--- src/rtl/data_mem_unit_pkg.sv ---
// Purpose: shared FSM state encoding, default data width and request check helper for data_mem_unit.
// Latency: n/a (types and constants only).
// Backpressure: n/a.
package data_mem_unit_pkg;

  // Access FSM states.
  typedef enum logic [1:0] {
    ST_IDLE = 2'd0,
    ST_BUSY = 2'd1,
    ST_DONE = 2'd2
  } state_e;

  localparam int DMU_DATA_W = 16;

  // A request is rejected when the byte address is odd, the word index is past the
  // end of the RAM, or LW and SW are asserted together.
  function automatic logic req_is_bad(input logic misaligned,
                                      input logic out_of_range,
                                      input logic rd,
                                      input logic wr);
    return misaligned | out_of_range | (rd & wr);
  endfunction

endpackage

--- src/rtl/data_mem_unit_sram_1p.sv ---
// Purpose: single-port synchronous word RAM backing the data-memory stage.
// Latency: one cycle from en (we=0) to dout; writes land on the same edge.
// Backpressure: none; accepts an access every cycle.
// Ports: clock; we/en access strobes; idx word index; din write data; dout registered read data.
// Contents and dout are not reset.
module sram_1p
  import data_mem_unit_pkg::*;
#(
  parameter int DW    = DMU_DATA_W,
  parameter int DEPTH = 256,
  parameter int AW    = 8
) (
  input  logic          clock,
  input  logic          we,
  input  logic          en,
  input  logic [AW-1:0] idx,
  input  logic [DW-1:0] din,
  output logic [DW-1:0] dout
);

  logic [DW-1:0] mem [DEPTH];

  // dout keeps its last read value during a write cycle.
  always_ff @(posedge clock) begin
    if (en) begin
      if (we) begin
        mem[idx] <= din;
      end else begin
        dout <= mem[idx];
      end
    end
  end

endmodule

--- src/rtl/data_mem_unit.sv ---
// Purpose: multi-cycle LW/SW data-memory stage between the execute ALU and write-back.
// Latency: valid access -> done LATENCY+1 cycles after the request; rejected access -> done next cycle.
// Backpressure: stall held from the request cycle through BUSY; requests are ignored in BUSY and DONE.
// Ports: clock, reset_n (async, active low); mem_read/mem_write request strobes; addr byte address;
//        wdata store data; rdata registered load data; stall hold-PC (comb); done/err completion pulses.
module data_mem_unit
  import data_mem_unit_pkg::*;
#(
  parameter int DATA_W  = DMU_DATA_W,
  parameter int DEPTH   = 256,
  parameter int LATENCY = 2
) (
  input  logic              clock,
  input  logic              reset_n,
  input  logic              mem_read,
  input  logic              mem_write,
  input  logic [DATA_W-1:0] addr,
  input  logic [DATA_W-1:0] wdata,
  output logic [DATA_W-1:0] rdata,
  output logic              stall,
  output logic              done,
  output logic              err
);

  localparam int AW = (DEPTH > 1) ? $clog2(DEPTH) : 1;
  // Counter only ever holds LATENCY-1 down to 0.
  localparam int CW = (LATENCY > 1) ? $clog2(LATENCY) : 1;

  generate
    if (LATENCY < 1) begin : g_bad_latency
      $error("data_mem_unit: LATENCY must be >= 1");
    end
  endgenerate

  state_e            state_q, state_d;
  logic [CW-1:0]     cnt_q, cnt_d;
  logic [AW-1:0]     idx_q, idx_d;
  logic [DATA_W-1:0] wdata_q, wdata_d;
  logic              is_wr_q, is_wr_d;
  logic              err_q, err_d;
  logic [DATA_W-1:0] rdata_q, rdata_d;

  logic              ram_en, ram_we;
  logic [AW-1:0]     ram_idx;
  logic [DATA_W-1:0] ram_dout;

  // Word index kept at full width so large addresses are rejected rather than wrapped.
  logic [31:0]   word_idx;
  logic [AW-1:0] req_idx;
  logic          req, req_bad;

  assign word_idx = 32'(addr[DATA_W-1:1]);
  assign req_idx  = word_idx[AW-1:0];
  assign req      = mem_read | mem_write;
  assign req_bad  = req_is_bad(addr[0], word_idx >= 32'(DEPTH), mem_read, mem_write);

  always_ff @(posedge clock or negedge reset_n) begin
    if (!reset_n) begin
      state_q <= ST_IDLE;
      cnt_q   <= '0;
      idx_q   <= '0;
      wdata_q <= '0;
      is_wr_q <= 1'b0;
      err_q   <= 1'b0;
      rdata_q <= '0;
    end else begin
      state_q <= state_d;
      cnt_q   <= cnt_d;
      idx_q   <= idx_d;
      wdata_q <= wdata_d;
      is_wr_q <= is_wr_d;
      err_q   <= err_d;
      rdata_q <= rdata_d;
    end
  end

  always_comb begin
    state_d = state_q;
    cnt_d   = cnt_q;
    idx_d   = idx_q;
    wdata_d = wdata_q;
    is_wr_d = is_wr_q;
    err_d   = err_q;
    rdata_d = rdata_q;
    ram_en  = 1'b0;
    ram_we  = 1'b0;
    ram_idx = idx_q;
    stall   = 1'b0;
    done    = 1'b0;
    err     = 1'b0;

    unique case (state_q)
      ST_IDLE: begin
        stall   = req;
        ram_idx = req_idx;
        if (req) begin
          if (req_bad) begin
            state_d = ST_DONE;
            err_d   = 1'b1;
          end else begin
            state_d = ST_BUSY;
            cnt_d   = CW'(LATENCY - 1);
            idx_d   = req_idx;
            wdata_d = wdata;
            is_wr_d = mem_write;
            err_d   = 1'b0;
            // Start the read now so dout is ready even when LATENCY is 1.
            ram_en  = mem_read;
          end
        end
      end
      ST_BUSY: begin
        stall  = 1'b1;
        // Keep re-reading the latched index; the final cycle sees a fresh dout.
        ram_en = 1'b1;
        if (cnt_q == '0) begin
          ram_we  = is_wr_q;
          if (!is_wr_q) begin
            rdata_d = ram_dout;
          end
          state_d = ST_DONE;
        end else begin
          cnt_d = cnt_q - CW'(1);
        end
      end
      ST_DONE: begin
        done    = 1'b1;
        err     = err_q;
        state_d = ST_IDLE;
      end
      default: begin
        state_d = ST_IDLE;
      end
    endcase

    // PC must not be held while the stage is in reset.
    stall = stall & reset_n;
  end

  assign rdata = rdata_q;

  sram_1p #(
    .DW   (DATA_W),
    .DEPTH(DEPTH),
    .AW   (AW)
  ) u_sram (
    .clock(clock),
    .we   (ram_we),
    .en   (ram_en),
    .idx  (ram_idx),
    .din  (wdata_q),
    .dout (ram_dout)
  );

endmodule

--- config.mk ---
export PLATFORM = sky130hd
export DESIGN_NAME = data_mem_unit
export DESIGN_NICKNAME = d
export VERILOG_FILES = /design/src/rtl/data_mem_unit_pkg.sv /design/src/rtl/data_mem_unit_sram_1p.sv /design/src/rtl/data_mem_unit.sv
export SDC_FILE = /design/constraint.sdc
export NUM_CORES = 2
export LEC_CHECK = 0
export CORE_ASPECT_RATIO = 1.25
export CORE_MARGIN = 10
export CORE_UTILIZATION = 50
export CTS_BUF_LIST = sky130_fd_sc_hd__clkbuf_4 sky130_fd_sc_hd__clkbuf_8
export CTS_CLUSTER_SIZE = 12
export DETAILED_ROUTE_END_ITERATION = 7
export GPL_TIMING_DRIVEN = 1
export PLACE_DENSITY_LB_ADDON = 0.1
export SETUP_SLACK_MARGIN = 0.15
export SKIP_LAST_GASP = 1
export SYNTH_ARGS = -nofsm -noshare
export SYNTH_HDL_FRONTEND = slang
export SYNTH_HIERARCHICAL = 1
export SYNTH_SLANG_ARGS = --single-unit
--- constraint.sdc ---
create_clock -name clock -period 4.29 [get_ports clock]
set_input_delay 0.6435 -clock clock [delete_from_list [all_inputs] [get_ports clock]]
set_output_delay 0.6435 -clock clock [all_outputs]
set_load 0.03 [all_outputs]
Yosys cells after proc, flatten, opt, wreduce, memory -nomap -nowiden. Memories as Yosys holds them, arrays and structs flattened. A register that Yosys moved wholly into a read port is not among the register bits. Index checks and enable logic that the tools add are counted.

Bits in registers: 45. Bits in writable memories: 4096. Input bits: 36. Word-level logic and storage cells: 53. Memories: 1.

Memory list: u_sram.mem (words 256, width 16, rd ports 1, clocked after Yosys merged registers in 1, write ports 1, line data_mem_unit_sram_1p.sv:21) `logic [DW-1:0] mem [DEPTH];`.

$add $sub $neg: 1. $lt $le $gt $ge: 1. Eq/ne operators: 5. Muxes and demuxes: 21. Bitwise operators: 9. Reduce and logical (&&, ||, !) cells: 8.

Operator list (number): 15-bit by 9-bit greater-or-equal comparator with 1-bit output (second input constant) (1); 1-bit 2-to-1 mux (13); 3-bit AND reduction (3); 8-bit 2-to-1 mux (1); 2-bit 2-to-1 mux (3); 2-bit != test (second input constant) (3); 1-bit one-hot mux with 2 select lines (3); 2-bit AND reduction (3); 1-bit inverter (4); 2-bit one-hot mux with 2 select lines (1); 1-bit bitwise OR (3); 1-bit bitwise AND (2); 2-bit by 1-bit equality test with 1-bit output (second input constant) (1); 2-bit equality test (second input constant) (1); 2-bit logical NOT (1); 2-bit nonzero test (1); 1-bit subtractor (second input constant) (1).

Logic depth before layout (Yosys ltp).
Depth after elaboration: 8. Mapped depth: 11.

Hierarchy. The synthesis kept the hierarchy.

By module, submodules not included: sram_1p (times used 1, cells an instance 6705, area an instance 155236.4 µm², sequential area each 123478.4 µm²); data_mem_unit (times used 1, cells an instance 124, area an instance 2011.9 µm², sequential area each 1126.1 µm²).

Worst setup path before layout. No wires, ideal clock.

Kind: register -> register. From: reg wdata_q[10]. To: mem u_sram/mem[0][10] (netlist name), data pin. Arrival time: 3.183 ns. Data required time: 3.486 ns. Slack: 0.303 ns. Stages on the path, launching flop included: 1. Path buffers: 0. Cells stage by stage: dfrtp_1.

RTL lines: from (decl) (line data_mem_unit.sv:38) `logic [DATA_W-1:0] wdata_q, wdata_d;`; from (signal assigned) (line data_mem_unit.sv:70) `wdata_q <= wdata_d;`; to (decl) (line data_mem_unit_sram_1p.sv:21).

Straight into the memory's write port.

Worst setup path in the final report.
From: reg state_q[0]. To: mem u_sram/mem[35][12] (netlist name) (enable).

Elaborated cells between the ends (all ways): 8.

RTL lines: from (decl) (line data_mem_unit.sv:35) `state_e state_q, state_d;`; from (signal assigned) (line data_mem_unit.sv:67) `state_q <= state_d;`; 2-bit logical NOT (line data_mem_unit.sv:92) `unique case (state_q)`; 8-bit 2-to-1 mux (line data_mem_unit.sv:92); via ram_idx[4] (line data_mem_unit.sv:44) `logic [AW-1:0] ram_idx;`.

The timed path passes the listed nets, and every way through them passes these cells.

==> run summary <==
The number of slew-limit violations in the final report is 0. The first-pass GRT wire length is approximately 600 mm. The final RePlAce weighted congestion came out at 0.809. In the routed design, unresolved DRC markers number 0. The via count of the first global-routing pass is about 80000. The maximum fanout along the worst path came out at 16. Static timing analysis puts the maximum clock frequency at 243 MHz.

The number of hold violations in the final report was 0. During placement, the flow inserted port buffers numbering between 50 and 60. The number of max-capacitance violations reported came out at 0.

The slack of the critical path is ~0.18 ns. In this run the worst hold path is classified as in -> reg. The worst register-to-register path begins at state_q[0]$_DFFE_PN0P_. The HPWL after detailed placement came out at roughly 250 mm. TritonCTS built the clock tree. The number of enable-type register cells in the synthesized netlist came out at 4112. The tree is rooted in a sky130_fd_sc_hd__clkbuf_8. For this design, the slowest cell found on the critical path is sky130_fd_sc_hd__nor2b_1.

The required arrival time at the worst endpoint came out at 5.05 ns. Once placement finished, the instance area stood at ~170000 um2. The clock net sink count came out at 4157.

The flip-flop and latch area is ~120000 um2. The number of antenna violations at the first check in global routing is 9. The vertical die dimension came out at around 650 um. The routed design has 417 mm of wire.

The boundary pin count is 55. The worst register-to-register path ends at u_sram/mem[35][12]$_DFFE_PP_. Sorting the synthesized cells by area gives the leading types as sky130_fd_sc_hd__edfxtp_1 79%, sky130_fd_sc_hd__mux4_2 15%, sky130_fd_sc_hd__a22oi_1 2.4%. The total congestion overflow came out at 0.

The setup slack after placement is -0.773 ns. The average wire length per cell after detail routing is about 33 um. For the final database, setup skew stands at approximately 0.086 ns.

Summed over all instances, the cell type with the most area after synthesis is sky130_fd_sc_hd__edfxtp_1. The most common cell in the netlist is sky130_fd_sc_hd__edfxtp_1. The proportion of netlist area held by the largest area contributor is 0.785.

For this configuration, the core starts out at a cell density of 0.501. The synthesized area per cell is about 23 um2. The number of synthesis warnings is 6. The number of iterations in the first detailed-routing pass is 6. The proportion of register bits with asynchronous set or reset after synthesis came out at 0.0108. The worst setup path is captured at a flop. Setup repair after global routing left no endpoint under its margin.

Headroom to the max-slew limit came out at 0.208. At the end of the flow the core is filled with cells to 0.582. The element type at the critical path start is a flop. The startpoint of the tightest hold check path is wdata[0]. The final design instance area without fill is 183000 um2. Counting flops and latches in the post-synthesis netlist gives between 4000 and 5000. The pin slew with the least headroom to its limit is between 1 and 1.5 ns. The number of levels the H-tree was split into is 6. The register clock-pin slew on the reported worst setup and hold paths came out at 0.06 ns. Clock latency on the worst-skew pair, taken at its later pin, is roughly 1.1 ns. The capturing instance or port of the critical path is u_sram/mem[35][12]$_DFFE_PP_. The largest stage delay on the critical path is slightly above 0.7 ns. Of the synthesized area, sequential elements account for 0.792.

The worst reg2reg path depth came out at 7. Summing internal, switching and leakage power gives between 80 and 90 mW. The synthesized netlist net count is 6865. The kind of critical path is reg -> reg.

Using the TritonRoute via totals, the vias-per-cell ratio works out to around 6.2. The final number of setup-violating endpoints is 0. The number of instances in the synthesized netlist came out at about 6800.

In the finished design, the share of the clock period the worst path needs comes to 0.958. The post-synthesis instance area came out at 157000 um2. Summing all multi-input logic gate instances after layout gives approximately 32000 um2. The peak ir drop on the vdd network is 0.000275 V. The number of stages on the worst hold path is 2. Counting the buffers created by CTS gives between 600 and 700. The top flip-flop cell by instance count after synthesis is sky130_fd_sc_hd__edfxtp_1.

The detailed router finished its first iteration with around 8800 violations. The share of layout cells above drive strength 1 came out at 0.354. The initialized floorplan defines 230 standard-cell rows. The launching element of the worst setup path is state_q[0]$_DFFE_PN0P_.

The worst path arrival time came out at roughly 4.9 ns. The total global routing track utilization came out at 0.245. The minimum period implied by the final worst setup slack is between 4 and 5 ns.

Measured along the x axis, the die boundary spans around 520 um. Traced cell by cell, the critical path runs through nor2_2, buf_4, mux2_2, nor2b_1, nand2_1, nor2_1, buf_4. The deepest clock path buffer count is 4. After filler insertion, the fill cell instance count of the layout stands at roughly 23000. The via total after detailed routing came out at between 70000 and 80000. The number of distinct library cells after synthesis came out at 35. The maximum number of pins on one net before global-route repair is between 150 and 200. The flow ran to the end, and the final reports show no timing, DRC or antenna violations. By count the netlist is led by 4112 x sky130_fd_sc_hd__edfxtp_1, 1024 x sky130_fd_sc_hd__mux4_2, 512 x sky130_fd_sc_hd__a22oi_1. The area of the die is roughly 340000 um2.

The number of antenna-violating nets in the routed design came out at 0. The core box area came out at around 310000 um2. The total number of nets in the final design came out at between 7000 and 8000. Among the stages of the critical path, the cell type that occurs most often is sky130_fd_sc_hd__buf_4. The static leakage power came out at about 56 nW. The sum of negative setup slack came out at 0 ns. The power density over the cells is roughly 460 nW/um2. The area growth from synthesis to layout is 16.2%. The reg-to-reg setup timing slack came out at around 0.18 ns.
[cells in the final DEF, fill, tap and decap left out, drive strengths merged, types with 14 or more instances in the layout]
cell type      instances
clkinv               170
mux4                1024
a22oi                512
clkbuf               927
inv                   14
edfxtp              4112
dfrtp                 45
clkdlybuf4s50         53
clkinvlp              20
mux2                  48
buf                  803
nand2                 33
nand4                 16
a21oi                258
o41ai                 64
nor2                 262
[per-stage QoR]
step | std cells | hold WS, ns
2_1_floorplan | 6829 | 0.348
3_3_place_gp | 11435 | 0.454
3_5_place_dp | 11436 | 0.471
4_1_cts | 12578 | 0.0920
5_1_grt | 12593 | 0.133
6_report | 12594 | 0.180
[power by group]
| part | internal, mW | switching (mW) | total, mW |
|---|---|---|---|
| combinational | 2.76 | 3.85 | 6.60 |
| sequential | 44.5 | 0.131 | 44.6 |
| clock | 17.2 | 15.0 | 32.3 |
[layer usage]
layer / up-vias / share of wire / wire length, um / global-route usage
li1: 31679 / - / - / -
met1: 42350 / 0.40 / 165000 / 0.344
met2: 3412 / 0.49 / 206000 / 0.397
met3: 664 / 0.077 / 32200 / 0.0422
met4: 0 / 0.034 / 14200 / 0.0792
met5: - / 0 / 0 / 0
[worst max-delay path: cells and delay by family, from the launching register on]
family	cells	cell delay, ns
muxes	1	0.57
DFF	1	0.44
and+or+nand+nor	4	2.25
buffers and inverters	2	0.48
[final cells by class]
type | instances | area share
Antenna cell | 11 | 0.000151
Clock inverter | 210 | 0.00657
Clock buffer | 926 | 0.0613
Sequential cell | 4157 | 0.682
Multi-Input combinational cell | 2254 | 0.172
Inverter | 2 | 0.0000411
Tap cell | 4176 | 0.0286
Timing Repair Buffer | 858 | 0.0485
[state kept, by name, indices dropped and copies added (netlist names)]
register / cells
u_sram/mem: 4096
rdata: 16
u_sram/dout: 16
wdata_q: 16
idx_q: 8
state_q: 2
cnt_q: 1
err_q: 1
is_wr_q: 1
[how the worst min path moves through the flow]
stage                             end
3_3_place_gp    rdata[10]$_DFFE_PN0P_
6_report       wdata_q[0]$_DFFE_PN0P_
2_1_floorplan       cnt_q$_DFFE_PN0P_
3_5_place_dp     rdata[0]$_DFFE_PN0P_
4_1_cts        wdata_q[0]$_DFFE_PN0P_
5_1_grt        wdata_q[3]$_DFFE_PN0P_
[kinds of logic (layout without fill, tap and decap cells)]
family	count (synthesis)	after routing	share of synthesized area
and+or+nand+nor	343	343	0.00938
AOI/OAI and AO/OA	839	839	0.0365
buffers and inverters	418	1996	0.0112
other	0	11	0
DFF	4157	4157	0.792
muxes	1072	1072	0.151
[repair_timing]
item	4_1_cts	5_1_grt
gates resized for setup	22	7
endpoints found under the hold margin	45	0
pin swaps	4	6
endpoints found under the setup margin	31	17
cloned	0	1
hold buffers	1	0
setup buffers	5	4
Note: power is estimated with default switching activity, not from simulation.
